File: src/rtl/edge_detector_array.sv
`default_nettype none
// ============================================================================
// Module   : edge_detector_array
// Purpose  : Multi-channel glitch-filtered edge detector with per-channel
//            edge mode, single-cycle pulse, sticky W1C pending flags and IRQ.
//            Optional saturating edge counters: EDGE_DETECTOR_ARRAY_COUNT_EN.
// Revision : 1.0 - initial release
// ============================================================================
module edge_detector_array #(
    parameter int                NUM_CH        = 8,
    parameter int                CLK_DLY       = 0,
    parameter int                FILTER_CYCLES = 0,
    parameter logic [NUM_CH-1:0] INITIAL_LEVEL = '0
`ifdef EDGE_DETECTOR_ARRAY_COUNT_EN
    ,
    parameter int                COUNT_W       = 8
`endif
) (
    input  logic                  clk,
    input  logic                  reset,
    input  logic                  clk_en,
    input  logic [NUM_CH-1:0]     in,
    input  logic [2*NUM_CH-1:0]   mode,
    input  logic [NUM_CH-1:0]     clear,
    output logic [NUM_CH-1:0]     level,
    output logic [NUM_CH-1:0]     edge_detected,
    output logic [NUM_CH-1:0]     pending,
    output logic                  irq
`ifdef EDGE_DETECTOR_ARRAY_COUNT_EN
    ,
    output logic [NUM_CH*COUNT_W-1:0] edge_count
`endif
);

    localparam int               CNT_W   = (FILTER_CYCLES > 0) ? $clog2(FILTER_CYCLES + 1) : 1;
    localparam logic [CNT_W-1:0] CNT_MAX = CNT_W'(FILTER_CYCLES);

    logic [NUM_CH-1:0] level_q, level_d;
    logic [CNT_W-1:0]  cnt_q [NUM_CH];
    logic [CNT_W-1:0]  cnt_d [NUM_CH];
    logic [NUM_CH-1:0] accept;
    logic [NUM_CH-1:0] qual;
    logic [NUM_CH-1:0] pending_q, pending_d;
    logic              irq_q, irq_d;

    // A level change is accepted once the differing run has lasted F+1 samples.
    always_comb begin
        level_d = level_q;
        accept  = '0;
        for (int c = 0; c < NUM_CH; c++) begin
            cnt_d[c] = cnt_q[c];
            if (clk_en) begin
                if (in[c] == level_q[c]) begin
                    cnt_d[c] = '0;
                end else if (cnt_q[c] == CNT_MAX) begin
                    level_d[c] = in[c];
                    cnt_d[c]   = '0;
                    accept[c]  = 1'b1;
                end else begin
                    cnt_d[c] = cnt_q[c] + CNT_W'(1);
                end
            end
        end
    end

    always_comb begin
        qual = '0;
        for (int c = 0; c < NUM_CH; c++) begin
            qual[c] = accept[c] & ((mode[2*c] & in[c]) | (mode[2*c+1] & ~in[c]));
        end
        // Set has priority over a coincident clear.
        pending_d = (pending_q & ~clear) | qual;
        irq_d     = |pending_d;
    end

    always_ff @(posedge clk or posedge reset) begin
        if (reset) begin
            level_q   <= INITIAL_LEVEL;
            pending_q <= '0;
            irq_q     <= 1'b0;
            for (int c = 0; c < NUM_CH; c++) begin
                cnt_q[c] <= '0;
            end
        end else begin
            level_q   <= level_d;
            pending_q <= pending_d;
            irq_q     <= irq_d;
            for (int c = 0; c < NUM_CH; c++) begin
                cnt_q[c] <= cnt_d[c];
            end
        end
    end

    assign level   = level_q;
    assign pending = pending_q;
    assign irq     = irq_q;

    generate
        if (CLK_DLY != 0) begin : g_dly
            logic [NUM_CH-1:0] pulse_q, pulse_d;

            always_comb begin
                pulse_d = qual;
            end

            always_ff @(posedge clk or posedge reset) begin
                if (reset) begin
                    pulse_q <= '0;
                end else begin
                    pulse_q <= pulse_d;
                end
            end

            assign edge_detected = pulse_q;
        end else begin : g_comb
            // The raw input can differ from the reset level, so mask explicitly.
            assign edge_detected = qual & {NUM_CH{~reset}};
        end
    endgenerate

`ifdef EDGE_DETECTOR_ARRAY_COUNT_EN
    logic [COUNT_W-1:0] count_q [NUM_CH];
    logic [COUNT_W-1:0] count_d [NUM_CH];

    always_comb begin
        for (int c = 0; c < NUM_CH; c++) begin
            count_d[c] = count_q[c];
            if (clear[c]) begin
                count_d[c] = '0;
            end else if (qual[c] && (count_q[c] != {COUNT_W{1'b1}})) begin
                count_d[c] = count_q[c] + COUNT_W'(1);
            end
        end
    end

    always_ff @(posedge clk or posedge reset) begin
        if (reset) begin
            for (int c = 0; c < NUM_CH; c++) begin
                count_q[c] <= '0;
            end
        end else begin
            for (int c = 0; c < NUM_CH; c++) begin
                count_q[c] <= count_d[c];
            end
        end
    end

    generate
        for (genvar g = 0; g < NUM_CH; g++) begin : g_count_out
            assign edge_count[g*COUNT_W +: COUNT_W] = count_q[g];
        end
    endgenerate
`endif

endmodule
`default_nettype wire

File: config.mk
export PLATFORM = sky130hd
export DESIGN_NAME = edge_detector_array
export DESIGN_NICKNAME = d
export VERILOG_FILES = /design/src/rtl/edge_detector_array.sv
export SDC_FILE = /design/constraint.sdc
export NUM_CORES = 1
export LEC_CHECK = 0
export CAP_MARGIN = 20
export CORE_ASPECT_RATIO = 0.6
export CORE_MARGIN = 2
export CORE_UTILIZATION = 30
export DETAILED_ROUTE_END_ITERATION = 12
export DONT_BUFFER_PORTS = 1
export PLACE_DENSITY = 0.5
export SLEW_MARGIN = 10
export SYNTH_ARGS = -nofsm -noshare
export SYNTH_HDL_FRONTEND = slang
export SYNTH_SLANG_ARGS = --single-unit
File: constraint.sdc
create_clock -name clk -period 1.9 [get_ports clk]
set_clock_uncertainty 0.2 [all_clocks]
set_input_delay 0.285 -clock clk [delete_from_list [all_inputs] [get_ports clk]]
set_output_delay 0.285 -clock clk [all_outputs]
set_load 0.05 [all_outputs]
==> results of run 1 <==
-- per-stage QoR --
stage	util, %	power [mW]	cell area [µm²]	hold slack (ps)	setup WS [ps]
6_report	53.74	1.080	1384	58.96	126.5
2_1_floorplan	-	0.6798	869.6	236.6	23.37
5_1_grt	53.74	1.129	1384	62.69	61.43
3_5_place_dp	45.34	0.7760	1167	106.8	430.8
3_3_place_gp	45.34	0.7741	1167	106.6	472.7
4_1_cts	53.74	1.089	1384	51.79	148.3
-- cells by family after synthesis --
kind of cell    after synthesis
buf+inv                       4
mux                           8
compound gates                8
flops                        17
simple gates                 35
-- per-layer routing --
metal / wire length (µm) / up-vias / GRT usage [%]
met4: 9 / 0 / 3.019
met5: 0 / - / 0
met1: 1148 / 392 / 23.20
met2: 1136 / 34 / 25.87
met3: 219 / 2 / 6.250
li1: - / 359 / -
-- registers in the layout, summed over array words and instances (netlist names) --
signal,count
level,8
pending,8
irq,1
-- repair_timing --
action / CTS / global route
hold buffers: 17 / 0
endpoints found under the hold margin: 25 / 0
gates resized for setup: 0 / 0
-- power breakdown --
group	total, mW	switching, mW	internal (mW)
logic	0.372	0.223	0.149
registers	0.439	0.0378	0.401
clock network	0.270	0.124	0.145
-- cells in the mapped netlist, drive strengths merged --
master,instances
nand4b,16
inv,1
nand2b,8
nand3,8
nand2,1
a21oi,8
mux2,8
clkbuf,1
dfrtp,17
nor4,2
buf,2
-- worst max path at each step --
stage,cells after the start,endpoint
floorplan,2,edge_detected[2]
global placement,3,edge_detected[3]
detailed placement,3,edge_detected[5]
CTS,3,edge_detected[5]
global route,3,edge_detected[1]
finish,3,edge_detected[1]
-- area by class of cell --
class / count / area share, %
sequential: 17 / 30.74
timing repair buffer: 41 / 32.55
tap: 32 / 2.893
clock inverter: 1 / 0.3617
clock buffer: 3 / 2.984
inverter: 1 / 0.2712
multi-input combinational: 51 / 30.20
-- critical path: cells and delay by family, from the launching register on --
kind                   cells  cell delay (ps)
flip-flops                 1              420
AND/OR/NAND/NOR            1              240
AO/OA/AOI/OAI              1              220
buffers and inverters      1              160
==> metrics, run 1 <==
Multi-input gate area=between 400 and 500 µm²; Worst-Skew Late Latency=250 ps; Worst R2R Setup Slack=150 ps; Data required, critical path=between 1000 and 1500 ps; row count=14; Sink Count=17; FF/Latch Area=425.4 µm²; Seq/Total Area, Yosys=approximately 51%; Routed WL=approximately 2500 µm; post-CTS setup buffer count=0; Least-Margin Pin Slew=roughly 670 ps; H-tree depth=1; Hold Crit Depth=2; Lkg Pwr=~0.59 nW; hpwl dp=roughly 1700 µm; Worst R2R Start=level[5]$_DFFE_PP0P_; clock root cell=clkbuf_8; total gr overflow=0; post-synthesis mux area share=10.73%; Setup Crit Path Kind=reg -> out; number of global-route vias before repair=around 800; clk buf depth=2; Worst Hold Launch=in[7]; MaxCap Viol Count=0; dpl cells=between 100 and 150; CTS Buf Count=3; Yosys cell types=14; Worst-path clk slew=roughly 70 ps; Simple-Gate Fraction of Synth Area=30.70%; Syn Area/Cell=between 10 and 15 µm²; Critical Path Slowest Stage Cell=dfrtp_1; Critical Path Fanout Max=4; capture point of the worst reg-to-reg path=level[5]$_DFFE_PP0P_; area share of the largest cell type after synthesis=around half; 1st-pass router iterations=4; GRT Util Overall=approximately 17%; unrepaired setup endpoints after global routing=no; CTS tree=yes; CP Data Arrival Time=~1300 ps; Std-Cell Core Area=roughly 0.0026 mm²; startpoint types=register; average wire per standard cell=between 15 and 20 µm; # setup viols final=0; Post-Synthesis Cells=between 70 and 80; count of input and output buffers=0; Hold Vio Cnt, Final=0; Reg2Reg Depth=3; most frequent cells in the layout=dlygate4sd3_1 (17), dfrtp_1 (17), buf_4 (16); Vias/cell=5.390; Rel. slew slack=55.13%; via count=between 700 and 800; CP Capture Type=output port; routability cong.=about 0.66; Routed Antenna Nets=0; Non-Filler Instances=approximately 150; syn_nets=107; first-pass GRT wire length=between 4000 and 5000 µm; DRT iter0 DRCs=26; Slew Viols, Final=0; largest area contributor in the netlist=dfrtp_1; Post-Synth Adder-Cell Area=0%; PD cells=approximately 780 mW/mm²; status=finished, final reports clean; antenna cells=0; Max rail drop VDD=~0.00035 V; Worst Setup SP=level[1]$_DFFE_PP0P_; fraction of layout cells with a size suffix above 1=about two fifths; Compound-Gate Fraction of Synth Area=about 4.8%; num ports=60; Hold Crit Endpoint=pending[7]$_DFF_PP0_; max frequency=roughly 560 MHz; die height=~45 µm; chip width=between 70 and 80 µm; main combinational cell family by area after synthesis=simple AND/OR/NAND/NOR gates; fillcell total=around 250; Synth Warn #=0; initial antenna violation count=0; Max stage delay on crit path=420 ps; synthesized cell area=839.6 µm²; register bit total from synthesis=17; Nets=150; critical-path cell list=nand4b_1 > a21oi_2 > buf_12; dominant cells by area after synthesis=dfrtp_1 (51%), nand4b_1 (16%), mux2_2 (11%), nand2b_1 (6.0%), a21oi_1 (4.8%); Die ar.=0.003251 mm²; largest net degree at the start of global routing=25; Hold Crit Class=in -> reg; Initial Util=around a third; Area Overhead vs Synth=64.83%; fin crit period=~1800 ps; xor/xnor cell area share of the yosys netlist=0%; post-route setup TNS=0 ps; period utilization=about 93%; drt drc=0
(Power assumes the default switching activity.)
==> run 2, diff against run 1 <==
--- a/config.mk
+++ b/config.mk
@@ -11,6 +11,7 @@
 export CORE_UTILIZATION = 30
 export DETAILED_ROUTE_END_ITERATION = 12
 export DONT_BUFFER_PORTS = 1
+export HOLD_SLACK_MARGIN = 0.08
 export PLACE_DENSITY = 0.5
 export SLEW_MARGIN = 10
 export SYNTH_ARGS = -nofsm -noshare
==> run 2 against run 1 <==
Effect of this change:
- sequential cell count unchanged
- global-route usage up 0.35 points
- hold slack better by 34 ps
- critical endpoint is now edge_detected[7]
- largest power group unchanged
- power is 1.2% higher
==> metrics, run 2 (synthesis results as in run 1) <==
num ports=60 (unchanged); clock root cell=clkbuf_8 (unchanged); Worst R2R Start=level[5]$_DFFE_PP0P_ (unchanged); Routed Antenna Nets=0 (unchanged); capture point of the worst reg-to-reg path=level[5]$_DFFE_PP0P_ (unchanged); GRT Util Overall=17.16% (was 16.81%); Vias/cell=5.355 (was 5.390); cts repair resizes=0 (unchanged); Rel. slew slack=55.42% (was 55.13%); Lkg Pwr=0.6158 nW (was 0.5891 nW); period utilization=96.27% (was 93.34%); number of global-route vias before repair=855 (was 818); Data required, critical path=1410 ps (about the same); Max stage delay on crit path=570 ps (was 420 ps); via count=814 (was 787); Post-Place Setup Slack=430.8 ps (unchanged); Hold Vio Cnt, Final=0 (unchanged); Worst-path clk slew=70 ps (about the same); DRT iter0 DRCs=18 (was 26); drt drc=0 (unchanged); CP Data Arrival Time=1340 ps (was 1290 ps); chip width=72.30 µm (unchanged); Critical Path Fanout Max=2 (was 4); Slew Viols, Final=0 (unchanged); Hold Crit Depth=2 (unchanged); die height=44.98 µm (unchanged); post-route setup TNS=0 ps (unchanged); status=finished, final reports clean (unchanged); most frequent cells in the layout=dlygate4sd3_1 (23), dfrtp_1 (17), buf_4 (16) (was dlygate4sd3_1 (17), dfrtp_1 (17), buf_4 (16)); final worst slack=70.88 ps (was 126.5 ps); Std-Cell Core Area=0.002575 mm² (unchanged); count of input and output buffers=0 (unchanged); leading cell type in the layout, fill and taps excluded=dlygate4sd3_1; Max rail drop VDD=0.0003501 V (about the same); startpoint types=input port (was register); Nets=156 (was 150); Hold Crit Endpoint=pending[1]$_DFF_PP0_ (was pending[7]$_DFF_PP0_); CTS Buf Count=3 (unchanged); hold_ws=93.29 ps (was 58.96 ps); CTS tree=yes (unchanged); fin area=0.001444 mm² (was 0.001384 mm²); max frequency=546.7 MHz (was 563.8 MHz); CP Capture Type=output port (unchanged); Worst-Skew Late Latency=250 ps (about the same); fin crit period=1829 ps (was 1774 ps); critical-path cell list=dlygate4sd3_1 > nand4b_2 > a21oi_2 > buf_12 (was nand4b_1 > a21oi_2 > buf_12); average wire per standard cell=17.11 µm (was 17.23 µm); Least-Margin Pin Slew=668.0 ps (was 672.3 ps); # setup viols final=0 (unchanged); routability cong.=0.6636 (unchanged); row count=14 (unchanged); Worst Hold Launch=clear[1] (was in[7]); Area Overhead vs Synth=71.98% (was 64.83%); hpwl dp=1700 µm (unchanged); initial antenna violation count=0 (unchanged); placed inst area=0.001167 mm² (unchanged); Routed WL=2600 µm (was 2515 µm); Critical Path Slowest Stage Cell=dlygate4sd3_1 (was dfrtp_1); largest net degree at the start of global routing=25 (unchanged); Hold Crit Class=in -> reg (unchanged); MaxCap Viol Count=0 (unchanged); first-pass GRT wire length=4133 µm (was 4064 µm); Worst R2R Setup Slack=160 ps (was 150 ps); Die ar.=0.003251 mm² (unchanged); H-tree depth=1 (unchanged); fraction of layout cells with a size suffix above 1=38.33% (was 40.35%); unrepaired setup endpoints after global routing=no (unchanged); Setup Crit Path Kind=in -> out (was reg -> out); antenna cells=0 (unchanged); Initial Util=32.60% (unchanged); total gr overflow=0 (unchanged); 1st-pass router iterations=4 (unchanged); PD cells=757.1 mW/mm² (was 780.6 mW/mm²); clk buf depth=2 (unchanged); Sink Count=17 (unchanged); Reg2Reg Depth=3 (unchanged)
[run 2: cell count changes in the layout (fill, tap and decap cells not counted)]
cell | previous run | this run
dlygate4sd3_1 | 17 | 23
[run 2: what timing repair did]
| action | CTS | global route |
|---|---|---|
| hold endpoints to repair | 30 | 0 |
| setup buffers | 0 | 0 |
| hold buffers | 23 | 0 |
[run 2: metrics by stage]
| stage | instances | util [%] | total power [mW] |
|---|---|---|---|
| after floorplan | 72 | - | 0.6798 |
| after global placement | 125 | 45.34 | 0.7741 |
| after detailed placement | 125 | 45.34 | 0.7760 |
| after CTS | 152 | 56.07 | 1.101 |
| after global routing | 152 | 56.07 | 1.142 |
| final | 152 | 56.07 | 1.093 |
[run 2: cell type report]
class,count,area [µm²]
multi-input combinational,51,417.9
sequential,17,425.4
tap,32,40.04
inverter,1,3.754
clock buffer,3,41.29
fill,250,1131
timing repair buffer,47,510.5
clock inverter,1,5.005
[run 2: power by group]
part | switching (mW) | leakage, nW | internal (mW)
sequential | 0.0374 | 0.207 | 0.401
clock | 0.125 | 0.0255 | 0.145
combinational | 0.226 | 0.383 | 0.158
total | 0.389 | 0.616 | 0.704
[run 2: worst max-delay path: cells and delay by family]
family / cells / cell delay, ps
AO/OA/AOI/OAI: 1 / 200
AND/OR/NAND/NOR: 1 / 130
buffers and inverters: 2 / 730
[run 2: metal layers]
metal | part of all wire [%] | vias to the layer above | routed length [µm] | track usage, %
met4 | 1.0 | 0 | 27 | 4.151
met3 | 9.0 | 4 | 233 | 6.473
met5 | 0 | - | 0 | 0
met2 | 46 | 40 | 1187 | 26.61
li1 | - | 372 | - | -
met1 | 44 | 398 | 1152 | 23.06
[run 2: worst max-delay path by stage]
| stage | depth (start not counted) | to | start |
|---|---|---|---|
| 6_report | 4 | edge_detected[7] | in[7] |
| 5_1_grt | 4 | edge_detected[7] | in[7] |
| 4_1_cts | 4 | edge_detected[7] | in[7] |
| 3_5_place_dp | 3 | edge_detected[5] | level[5]$_DFFE_PP0P_ |
| 3_3_place_gp | 3 | edge_detected[3] | level[3]$_DFFE_PP0P_ |
| 2_1_floorplan | 2 | edge_detected[2] | level[2]$_DFFE_PP0P_ |
==> run 3, diff against run 2 <==
--- a/config.mk
+++ b/config.mk
@@ -13,6 +13,7 @@
 export DONT_BUFFER_PORTS = 1
 export HOLD_SLACK_MARGIN = 0.08
 export PLACE_DENSITY = 0.5
+export SETUP_SLACK_MARGIN = 0.4
 export SLEW_MARGIN = 10
 export SYNTH_ARGS = -nofsm -noshare
 export SYNTH_HDL_FRONTEND = slang
==> run 3 against run 2 <==
Effect of this change:
- critical path depth shrank 2
- core utilization shrank 4.2 points
- first-iteration DRC count shrank 56%
- register-to-register slack gained 100 ps
==> metrics, run 3 (synthesis results as in run 1) <==
status=finished, final reports clean (unchanged); hpwl dp=1686 µm (was 1700 µm); Net Sw Frac=36.17% (was 35.57%); fraction of layout cells with a size suffix above 1=49.07% (was 38.33%); Initial Util=32.60% (unchanged); Setup Crit Path Kind=reg -> out (was in -> out); final core area utilization=51.85% (was 56.07%); Slew Viols, Final=0 (unchanged); startpoint types=register (was input port); Least-Margin Pin Slew=648.5 ps (was 668.0 ps); drt drc=0 (unchanged); Hold Vio Cnt, Final=0 (unchanged); hold_ws=88.11 ps (was 93.29 ps); row count=14 (unchanged); largest net degree at the start of global routing=25 (unchanged); Critical Path Fanout Max=4 (was 2); 1st-pass router iterations=4 (unchanged); count of input and output buffers=0 (unchanged); clock root cell=clkbuf_8 (unchanged); average wire per standard cell=17.24 µm (was 17.11 µm); total gr overflow=0 (unchanged); Comb power frac=32.5% (was 35.2%); Post-Place Setup Slack=285.8 ps (was 430.8 ps); Hold Crit Class=in -> reg (unchanged); CP Capture Type=output port (unchanged); Seq pwr share=42.4% (was 40.1%); GRT Util Overall=14.76% (was 17.16%); Routed WL=2414 µm (was 2600 µm); first-pass GRT wire length=3498 µm (was 4133 µm); antenna cells=0 (unchanged); placed inst area=0.001079 mm² (was 0.001167 mm²); H-tree depth=1 (unchanged); num ports=60 (unchanged); via count=747 (was 814); final worst slack=6.519 ps (was 70.88 ps); Nets=144 (was 156); Sink Count=17 (unchanged); CTS Buf Count=3 (unchanged); Pwr Total=1.063 mW (was 1.093 mW); fin area=0.001335 mm² (was 0.001444 mm²); Routed Antenna Nets=0 (unchanged); fin crit period=1893 ps (was 1829 ps); die height=44.98 µm (unchanged); most frequent cells in the layout=buf_4 (21), nand4b_1 (15), dlygate4sd3_1 (14) (was dlygate4sd3_1 (23), dfrtp_1 (17), buf_4 (16)); Rel. slew slack=56.72% (was 55.42%); Clock Power Share=25.1% (was 24.7%); CTS tree=yes (unchanged); chip width=72.30 µm (unchanged); Data required, critical path=1410 ps (about the same); Die ar.=0.003251 mm² (unchanged); Std-Cell Core Area=0.002575 mm² (unchanged); Max rail drop VDD=0.0003562 V (was 0.0003501 V); initial antenna violation count=0 (unchanged); unrepaired setup endpoints after global routing=yes (was no); number of global-route vias before repair=765 (was 855); post-route setup TNS=0 ps (unchanged); Worst-path clk slew=60 ps (was 70 ps); # setup viols final=0 (unchanged); dpl cells=116 (was 125); MaxCap Viol Count=0 (unchanged); leading cell type in the layout, fill and taps excluded=buf_4 (was dlygate4sd3_1); fillcell total=247 (was 250); Non-Filler Instances=140 (was 152); Lkg Pwr=0.5423 nW (was 0.6158 nW); sw power=0.3843 mW (was 0.3888 mW); Vias/cell=5.336 (was 5.355); max frequency=528.1 MHz (was 546.7 MHz); Power Internal=0.6782 mW (was 0.7044 mW); Area Overhead vs Synth=59.02% (was 71.98%); CP Data Arrival Time=1410 ps (was 1340 ps); routability cong.=0.6571 (was 0.6636); period utilization=99.66% (was 96.27%); Worst-Skew Late Latency=250 ps (about the same); PD cells=795.9 mW/mm² (was 757.1 mW/mm²); DRT iter0 DRCs=8 (was 18); clk buf depth=2 (unchanged)
-- run 3: area by class of cell --
class / instances / area, µm² / area share (%)
sequential: 17 / 435.4 / 32.61
multi-input combinational: 51 / 513.0 / 38.43
tap: 32 / 40.04 / 2.999
inverter: 1 / 3.754 / 0.2812
clock buffer: 4 / 45.04 / 3.374
timing repair buffer: 35 / 297.8 / 22.31
-- run 3: layer usage --
layer | vias to the layer above | track usage [%] | share of wire (%)
li1 | 353 | - | -
met1 | 359 | 17.13 | 43
met5 | - | 0 | 0
met4 | 0 | 5.660 | 1.3
met2 | 30 | 25.69 | 48
met3 | 5 | 5.134 | 7.8
-- run 3: timing repair --
item                       CTS  global route
resized for setup            1             3
setup endpoints to repair    9             9
pin swaps                    3             6
hold buffers                13             1
hold endpoints to repair    29             8
setup buffers                2             4
-- run 3: worst max-delay path: stages, from the launching register on --
cell,delay (ps)
dfrtp_2,550
nand4b_1,220
a21oi_4,390
-- run 3: power by group through the flow --
stage               clock network (mW)  registers [mW]  logic, mW
global route                     0.294           0.455      0.364
floorplan                            0           0.576      0.121
finish                           0.267           0.450      0.346
CTS                              0.281           0.451      0.329
global placement                     0           0.455      0.300
detailed placement                   0           0.457      0.301
-- run 3: worst paths after layout --
check,startpoint,to,slack [ps],cells past startpoint
min,mode[14],pending[7]$_DFF_PP0_,90,2
max reg2reg,level[7]$_DFFE_PP0P_,irq$_DFF_PP0_,260,5
max,level[7]$_DFFE_PP0P_,edge_detected[7],7,2
min reg2reg,level[3]$_DFFE_PP0P_,level[3]$_DFFE_PP0P_,350,1
max in group asynchronous,reset,level[7]$_DFFE_PP0P_,670,2
min in group asynchronous,reset,irq$_DFF_PP0_,370,2
